===== src/rtl/imem_loader_if.sv =====
// Byte-stream receive port and instruction-memory write port of the loader.
// The loader sits on the slave side; the host link / memory sit on the master side.
interface imem_loader_if;
  logic [7:0]  rx_data;
  logic        rx_valid;
  logic        rx_ready;
  logic        imem_we;
  logic [31:0] imem_addr;
  logic [31:0] imem_wdata;

  modport master (
    output rx_data,
    output rx_valid,
    input  rx_ready,
    input  imem_we,
    input  imem_addr,
    input  imem_wdata
  );

  modport slave (
    input  rx_data,
    input  rx_valid,
    output rx_ready,
    output imem_we,
    output imem_addr,
    output imem_wdata
  );
endinterface


===== src/rtl/imem_loader.sv =====
// Instruction-memory loader: parses a length-prefixed, checksummed byte stream
// and writes little-endian words into instruction memory while holding the core.
//
// state | meaning
// IDLE  | no load since reset
// LEN0  | waiting for length low byte
// LEN1  | waiting for length high byte, length checked on acceptance
// DATA  | receiving payload bytes, one memory write per four bytes
// CSUM  | waiting for checksum byte
// DONE  | last load completed, core released
// ERR   | last load aborted, core kept held
module imem_loader #(
  parameter int DEPTH   = 256,
  parameter int TIMEOUT = 1000000
) (
  input  logic         clk,
  input  logic         rst_n,
  input  logic         start,
  imem_loader_if.slave bus,
  output logic         cpu_hold,
  output logic         busy,
  output logic         done,
  output logic         error,
  output logic [15:0]  words
);

  typedef enum logic [2:0] {IDLE, LEN0, LEN1, DATA, CSUM, DONE, ERR} state_t;

  localparam logic [31:0] DEPTH_W  = 32'(DEPTH);
  localparam logic [31:0] TMO_LAST = 32'(TIMEOUT - 1);
  localparam bit          TMO_EN   = (TIMEOUT != 0);

  state_t      state;
  state_t      state_next;
  logic [7:0]  len_lo;
  logic [15:0] len;
  logic [7:0]  csum;
  logic [1:0]  byte_idx;
  logic [15:0] word_idx;
  logic [23:0] lanes;
  logic [31:0] tmo_cnt;
  logic [15:0] hdr_len;
  logic        accept;
  logic        start_ok;
  logic        hdr_len_bad;
  logic        last_lane;
  logic        last_word;
  logic        tmo_hit;
  logic        hold_next;

  assign busy         = (state == LEN0) || (state == LEN1) || (state == DATA) || (state == CSUM);
  assign bus.rx_ready = busy;
  assign accept       = bus.rx_valid & busy;
  assign start_ok     = start & ((state == IDLE) || (state == DONE) || (state == ERR));
  assign hdr_len      = {bus.rx_data, len_lo};
  assign hdr_len_bad  = (hdr_len == 16'd0) || (32'(hdr_len) > DEPTH_W);
  assign last_lane    = (byte_idx == 2'd3);
  assign last_word    = (word_idx == len - 16'd1);
  assign tmo_hit      = TMO_EN && busy && !accept && (tmo_cnt == TMO_LAST);
  assign hold_next    = (state_next != IDLE) && (state_next != DONE);

  always_ff @(posedge clk or negedge rst_n) begin
    if (!rst_n) state <= IDLE;
    else        state <= state_next;
  end

  always_comb begin
    state_next = state;
    case (state)
      IDLE, DONE, ERR: if (start) state_next = LEN0;
      LEN0:            if (accept) state_next = LEN1;
      LEN1:            if (accept) state_next = hdr_len_bad ? ERR : DATA;
      DATA:            if (accept && last_lane && last_word) state_next = CSUM;
      CSUM:            if (accept) state_next = (bus.rx_data == csum) ? DONE : ERR;
      default:         state_next = IDLE;
    endcase
    if (tmo_hit) state_next = ERR;
  end

  always_ff @(posedge clk or negedge rst_n) begin
    if (!rst_n) begin
      bus.imem_we    <= 1'b0;
      bus.imem_addr  <= '0;
      bus.imem_wdata <= '0;
      cpu_hold       <= 1'b0;
      done           <= 1'b0;
      error          <= 1'b0;
      words          <= '0;
      len_lo         <= '0;
      len            <= '0;
      csum           <= '0;
      byte_idx       <= '0;
      word_idx       <= '0;
      lanes          <= '0;
      tmo_cnt        <= '0;
    end else begin
      bus.imem_we <= 1'b0;
      cpu_hold    <= hold_next;
      if (start_ok) begin
        done     <= 1'b0;
        error    <= 1'b0;
        words    <= '0;
        csum     <= '0;
        byte_idx <= '0;
        word_idx <= '0;
        tmo_cnt  <= '0;
      end else begin
        if (busy) tmo_cnt <= accept ? '0 : tmo_cnt + 32'd1;
        if (accept && state == LEN0) len_lo <= bus.rx_data;
        if (accept && state == LEN1) len <= hdr_len;
        if (accept && state == DATA) begin
          csum     <= csum + bus.rx_data;
          byte_idx <= byte_idx + 2'd1;
          case (byte_idx)
            2'd0:    lanes[7:0]   <= bus.rx_data;
            2'd1:    lanes[15:8]  <= bus.rx_data;
            2'd2:    lanes[23:16] <= bus.rx_data;
            default: ;
          endcase
          // Lane 3 goes straight into the write word; never write past the memory.
          if (last_lane && (32'(word_idx) < DEPTH_W)) begin
            bus.imem_we    <= 1'b1;
            bus.imem_addr  <= {14'd0, word_idx, 2'b00};
            bus.imem_wdata <= {bus.rx_data, lanes};
            word_idx       <= word_idx + 16'd1;
            words          <= words + 16'd1;
          end
        end
        if (state == CSUM && state_next == DONE) done <= 1'b1;
        if (state != ERR && state_next == ERR) error <= 1'b1;
      end
    end
  end

endmodule

===== src/flat_wrapper.sv =====
// flat-port wrapper written by rule: the top's interface ports become plain ports
module imem_loader_flat 
#(
  parameter int DEPTH   = 256,
  parameter int TIMEOUT = 1000000
)
  (clk, rst_n, start, cpu_hold, busy, done, error, words, bus_rx_data, bus_rx_valid, bus_rx_ready, bus_imem_we, bus_imem_addr, bus_imem_wdata);
  imem_loader_if bus_i ();
  input  logic clk;
  input  logic rst_n;
  input  logic start;
  output logic cpu_hold;
  output logic busy;
  output logic done;
  output logic error;
  output logic [15:0] words;
  input wire logic [$bits(bus_i.rx_data)-1:0] bus_rx_data;
  input wire logic [$bits(bus_i.rx_valid)-1:0] bus_rx_valid;
  output wire logic [$bits(bus_i.rx_ready)-1:0] bus_rx_ready;
  output wire logic [$bits(bus_i.imem_we)-1:0] bus_imem_we;
  output wire logic [$bits(bus_i.imem_addr)-1:0] bus_imem_addr;
  output wire logic [$bits(bus_i.imem_wdata)-1:0] bus_imem_wdata;
  assign bus_i.rx_data = bus_rx_data;
  assign bus_i.rx_valid = bus_rx_valid;
  assign bus_rx_ready = bus_i.rx_ready;
  assign bus_imem_we = bus_i.imem_we;
  assign bus_imem_addr = bus_i.imem_addr;
  assign bus_imem_wdata = bus_i.imem_wdata;
  imem_loader #(.DEPTH(DEPTH), .TIMEOUT(TIMEOUT)) u_core (.clk(clk), .rst_n(rst_n), .start(start), .bus(bus_i), .cpu_hold(cpu_hold), .busy(busy), .done(done), .error(error), .words(words));
endmodule

===== config.mk =====
export PLATFORM = sky130hd
export DESIGN_NAME = imem_loader_flat
export DESIGN_NICKNAME = d
export VERILOG_FILES = /design/src/rtl/imem_loader_if.sv /design/src/rtl/imem_loader.sv /design/src/flat_wrapper.sv
export SDC_FILE = /design/constraint.sdc
export NUM_CORES = 1
export LEC_CHECK = 0
export ABC_AREA = 1
export CORE_MARGIN = 2
export CORE_UTILIZATION = 55
export CTS_BUF_LIST = sky130_fd_sc_hd__clkbuf_16
export CTS_CLUSTER_SIZE = 20
export DETAILED_ROUTE_END_ITERATION = 6
export PLACE_DENSITY = 0.75
export SKIP_LAST_GASP = 1
export SYNTH_ARGS = -nofsm -noshare
export SYNTH_HDL_FRONTEND = slang
export SYNTH_SLANG_ARGS = --single-unit
export TNS_END_PERCENT = 100

===== constraint.sdc =====
create_clock -name clk -period 4.55 [get_ports clk]
set_input_delay 0.91 -clock clk [delete_from_list [all_inputs] [get_ports clk]]
set_output_delay 0.91 -clock clk [all_outputs]
set_load 0.03 [all_outputs]

* Word level (Yosys, flattened, before mapping) *
Cells that the tools add are included.

cells by class
  bitwise logic cells = 3
  add/subtract/negate cells = 6
  reductions and logical operators = 35
  divide/modulo/power cells = 0
  $mul = 0
  shifts and indexed selects = 0
  $lt $le $gt $ge = 2
  mux-type cells = 29
  equality and inequality tests = 16

operator list
  cell                                                    count
  two-way mux 16 bit                                      6
  two-way mux 32 bit                                      3
  adder 16 x 1 -> 16 bit (second input constant)          2
  adder 32 x 1 -> 32 bit (second input constant)          1
  equality test 32 x 20 -> 1 bit (second input constant)  1
  two-way mux 3 bit                                       7
  equality test 16 bit                                    1
  > comparator 16 x 9 -> 1 bit (second input constant)    1
  zero test 16 bit                                        1
  < comparator 16 x 9 -> 1 bit (second input constant)    1
  two-way mux 8 bit                                       2
  subtractor 16 x 1 -> 16 bit (second input constant)     1
  equality test 3 bit (second input constant)             5
  one-hot mux 3 bit (5 select lines)                      1
  AND reduction 3 bit                                     4
  logical AND 1 bit                                       11
  nonzero test 2 bit                                      5
  adder 8 bit                                             1
  equality test 8 bit                                     1
  two-way mux 1 bit                                       7
  equality test 3 x 2 -> 1 bit (second input constant)    2
  logical OR 1 bit                                        6
  two-way mux 2 bit                                       3
  != test 3 bit (second input constant)                   2
  other kinds (12)                                        16

storage, ports and cells
  input port bits = 12
  bits in registers = 177
  word-level logic and storage cells = 108
  bits in writable memories = 0
  ROM bits = 0
  memories = 0
  bits in latches = 0
  output and inout bits = 86

* Longest topological paths before layout *
  depth in word-level cells = 14
  depth in mapped cells = 19

* Least setup slack after synthesis *
No wires, ideal clock.

  kind = input to register
  start = in bus_rx_data[2]
  end = reg u_core.csum[7]
  stages = 10
  data arrival time = 2265 ps
  setup slack = 2202 ps
  data required time = 4467 ps
  library setup time = 83 ps
  cells stage by stage = ha_1 a21oi_1 nand2_1 a21o_1 a21oi_1 nor2_1 o21ai_0 nand2_1 xor2_1 o21ai_0

on the way
  cells in the longest elaborated chain, start to end = 3

RTL lines
  element               RTL line            source
  from (decl)           flat_wrapper.sv:17  input wire logic [$bits(bus_i.rx_data)-1:0] bus_rx_data;
  adder 8 bit           imem_loader.sv:112  csum <= csum + bus.rx_data;
  two-way mux 8 bit     imem_loader.sv:111  if (accept && state == DATA) begin
  two-way mux 8 bit     imem_loader.sv:99   if (start_ok) begin
  to (signal assigned)  imem_loader.sv:112
  to (decl)             imem_loader.sv:37   logic [7:0] csum;

Every way passes these cells. The select of a mux whose other input is x is not followed.
A chain may end at the register's enable or synchronous reset.

* Worst setup path after layout *
  start = reg u_core.state[0]
  end = out bus_rx_ready

on the way
  cells in the longest elaborated chain, start to end = 4

RTL lines
  element                                                                       RTL line            source
  from (decl)                                                                   imem_loader.sv:33   state_t state;
  from (signal assigned)                                                        imem_loader.sv:64   else state <= state_next;
  equality test 3 x 1 -> 1 bit or equality test 3 x 2 -> 1 bit (tied branches)  imem_loader.sv:51   assign busy = (state == LEN0) || (state == LEN1) || (state == DATA) || (state == CSUM);
  logical OR 1 bit (2 in a row)                                                 imem_loader.sv:51
  logical OR 1 bit (*)                                                          imem_loader.sv:51
  to (decl)                                                                     flat_wrapper.sv:19  output wire logic [$bits(bus_i.rx_ready)-1:0] bus_rx_ready;

Every way passes the cells marked *; elsewhere a longest branch is shown, timed or not.

==> impl_metrics.ini <==
[critical_path]
worst-path-buf-inv = 3
start_kind = register
critical_path_depth = 6
r2r_end = u_core.cpu_hold
worstRegToRegCells = 13
crit_required_ps = 3640
crit_family = buffers and inverters
cp_cell_sequence = nor2_1 > nand2_1 > inv_1 > nor2_1 > inv_1 > clkdlybuf4s50_1
cp_slowest_cell = clkdlybuf4s50_1
cp_slowest_stage_delay_ps = 700
reg2reg_setup_slack_ps = 1740
cp.arrival_ps = 2200
rr_startpoint = u_core.state[0]
path_max_fanout = 7
path_class = reg2out
end_kind = primary output

[global_routing]
grt_max_degree = 76
antenna_found_initial = 0
grt_pass1_vias = 6995
grt-ovfl-total = 0
grt_pass1_wl_mm = 34.31
grt_use_total_pct = 25.92

[sta]
final_hold_viol_count = 0
slew_violations = 0
fmax_mhz = 321.1
fin_crit_sh_pct = 68.45
finalSetupViolCount = 0
slew_headroom_pct = 34.03
rsz0062_at_grt = false
period_minus_slack_ps = 3114
holdWs_ps = 465.5
tightestPinTransition_ps = 988.4
tns_ps = 0
worst_slack_ps = 1436
skew_ps = 9.064

[route]
wl_mm = 20.32
top_layer = met4
post_drt_wl_per_cell_um = 14.86
routed_via_density = 5.321
routed-wl-met3_mm = 1.062
vias = 7274
drt_iter0_drc = 579
drc_errors = 0
wl_met2_mm = 9.244
drtAntennaViolNets = 0
wl_met1_mm = 9.662
drtPass1Iterations = 5

[synthesis]
ys_ff_latch = 177
synth_edf_count = 0
synth.top_cells.by_area = dfrtp_1, nand2_1, o21ai_0
syn-cell-area_sq_mm = 0.008687
syn_area_per_cell_sq_um = 8.149
ys_top_cells_by_count = nand2_1, dfrtp_1, inv_1
yosysWarnings = 0
ys_seq_area_share_pct = 50.99
synth_cells = 1066
yosys.cell_count.top_type = nand2_1
synth_top_area_cell = dfrtp_1
yosys_most_used_dff = dfrtp_1
synth.distinct_cells = 48
synth.top_cell.area_share_pct = 50.99
async_flop_share_pct = 100.0

[layout]
areaGrowthSynthToFinish_pct = 17.37
final_util_pct = 66.58
n_antenna_cell = 0
nets = 1172
drive_above_1_share_pct = 5.450

[placement]
port_buffers = 81
gp_congestion = 0.9114
preCtsSetupSlack_ps = 1351
dp_hpwl_mm = 14.52

[clocking]
cts.sinks = 177
cts-root-buf = clkbuf_16
htree_levels = 4
path_clk_slew_ps = 70
postCtsSetupBuffers = 0
cts_max_path_buffers = 2
numCtsBuffers = 17
clk_latency_ps = 430
cts_tree = done
cts-resized-gates = 0
hold_buffers = 0

[flow_run]
drv_cap = 0

[worst_hold_path]
worst_hold_path_type = reg2reg
worstHoldStart = u_core.bus.imem_addr[11]
whs_path_depth = 2
hold_end = u_core.bus.imem_addr[11]

[pwr]
ir_worst_vdd_mv = 0.3011
power.density_mw_per_mm2 = 514.2
p_leak_uw = 0.004901

[die]
rows = 45
initial_core_util_pct = 56.72
die_area_sq_mm = 0.01682
core_area_sq_mm = 0.01531
die_x_um = 129.7
die_y_um = 129.7
pin_count = 98

[run_status]
status = finished, final reports clean
per-layer routing:
metal	vias up	global-route usage, %
li1	3549	-
met1	3467	37.77
met2	229	40.59
met3	29	3.840
met4	0	7.843
met5	-	0
power breakdown:
| group | total, uW | internal (uW) | leakage (uW) | switching (uW) |
|---|---|---|---|---|
| combinational | 1720 | 568 | 0.00222 | 1160 |
| sequential | 2120 | 1880 | 0.00240 | 239 |
| clock | 1400 | 761 | 0.000276 | 637 |
| total | 5240 | 3210 | 0.00490 | 2030 |
kinds of logic (layout without fill, tap and decap cells):
logic type	after synthesis	count (layout)	synth area share [%]
simple gates	509	509	25.77
compound gates	171	171	10.73
other cells	1	16	0.04317
buf+inv	175	250	8.368
fa+ha+maj	16	16	2.391
xor+xnor	17	17	1.714
flops	177	177	50.99
worst register-to-register path, cell delays in order (launching register included):
cell and delay [ps]:
dfrtp_1 460, inv_1 90, nand2_1 100, nand2_1 110, o211ai_4 610, inv_1 470
a31oi_1 250, o21ai_1 90, nor2_1 100, nand2_1 60, nand2_1 90, inv_1 70
o21bai_1 130, nand2_1 70
worst max path at each step:
stage	start	to
6_report	u_core.state[0]	bus_rx_ready
5_1_grt	u_core.state[0]	bus_rx_ready
4_1_cts	u_core.state[0]	bus_rx_ready
3_5_place_dp	start	u_core.tmo_cnt[23]
3_3_place_gp	start	u_core.tmo_cnt[23]
2_1_floorplan	bus_rx_data[2]	u_core.csum[7]
registers in the layout (all words and copies together) (netlist names):
| signal | flops |
|---|---|
| u_core.bus.imem_we | 1 |
| u_core.state | 3 |
| u_core.done | 1 |
| u_core.cpu_hold | 1 |
| u_core.len_lo | 8 |
| u_core.tmo_cnt | 32 |
| u_core.byte_idx | 2 |
| u_core.words | 16 |
| u_core.word_idx | 16 |
| u_core.len | 16 |
| u_core.lanes | 24 |
| u_core.error | 1 |
| u_core.csum | 8 |
| u_core.bus.imem_wdata | 32 |
| u_core.bus.imem_addr | 16 |
cell usage in the layout (no fill, tap or decap), types with 5 or more instances in the layout:
master / count
conb_1: 16
clkbuf_16: 17
a21oi_1: 42
o21a_1: 5
inv_1: 130
nor3_1: 29
xor2_1: 13
o21ai_0: 98
ha_1: 15
o22ai_1: 6
nor2_1: 94
clkdlybuf4s50_1: 80
nand3_1: 39
nor4_1: 5
nand2_1: 292
nand4_1: 18
dfrtp_1: 177
metrics by stage:
| stage | total power, uW | instances | cell area (sq um) |
|---|---|---|---|
| 2_1_floorplan | 3339 | 1081 | 8743 |
| 3_3_place_gp | 3791 | 1336 | 9639 |
| 3_5_place_dp | 3840 | 1336 | 9639 |
| 4_1_cts | 5253 | 1367 | 10200 |
| 5_1_grt | 5609 | 1367 | 10200 |
| 6_report | 5242 | 1367 | 10200 |
layout make-up:
type / instances / area [sq um]
fillers: 1329 / 5119
flip-flops and latches: 177 / 4429
multi-input cells: 729 / 3587
repair buffers: 85 / 854.6
inverters: 134 / 504.2
clock buffers: 17 / 425.4
well taps: 211 / 264.0
clock inverters: 14 / 131.4
No activity file was read; power rests on OpenSTA's default activity.
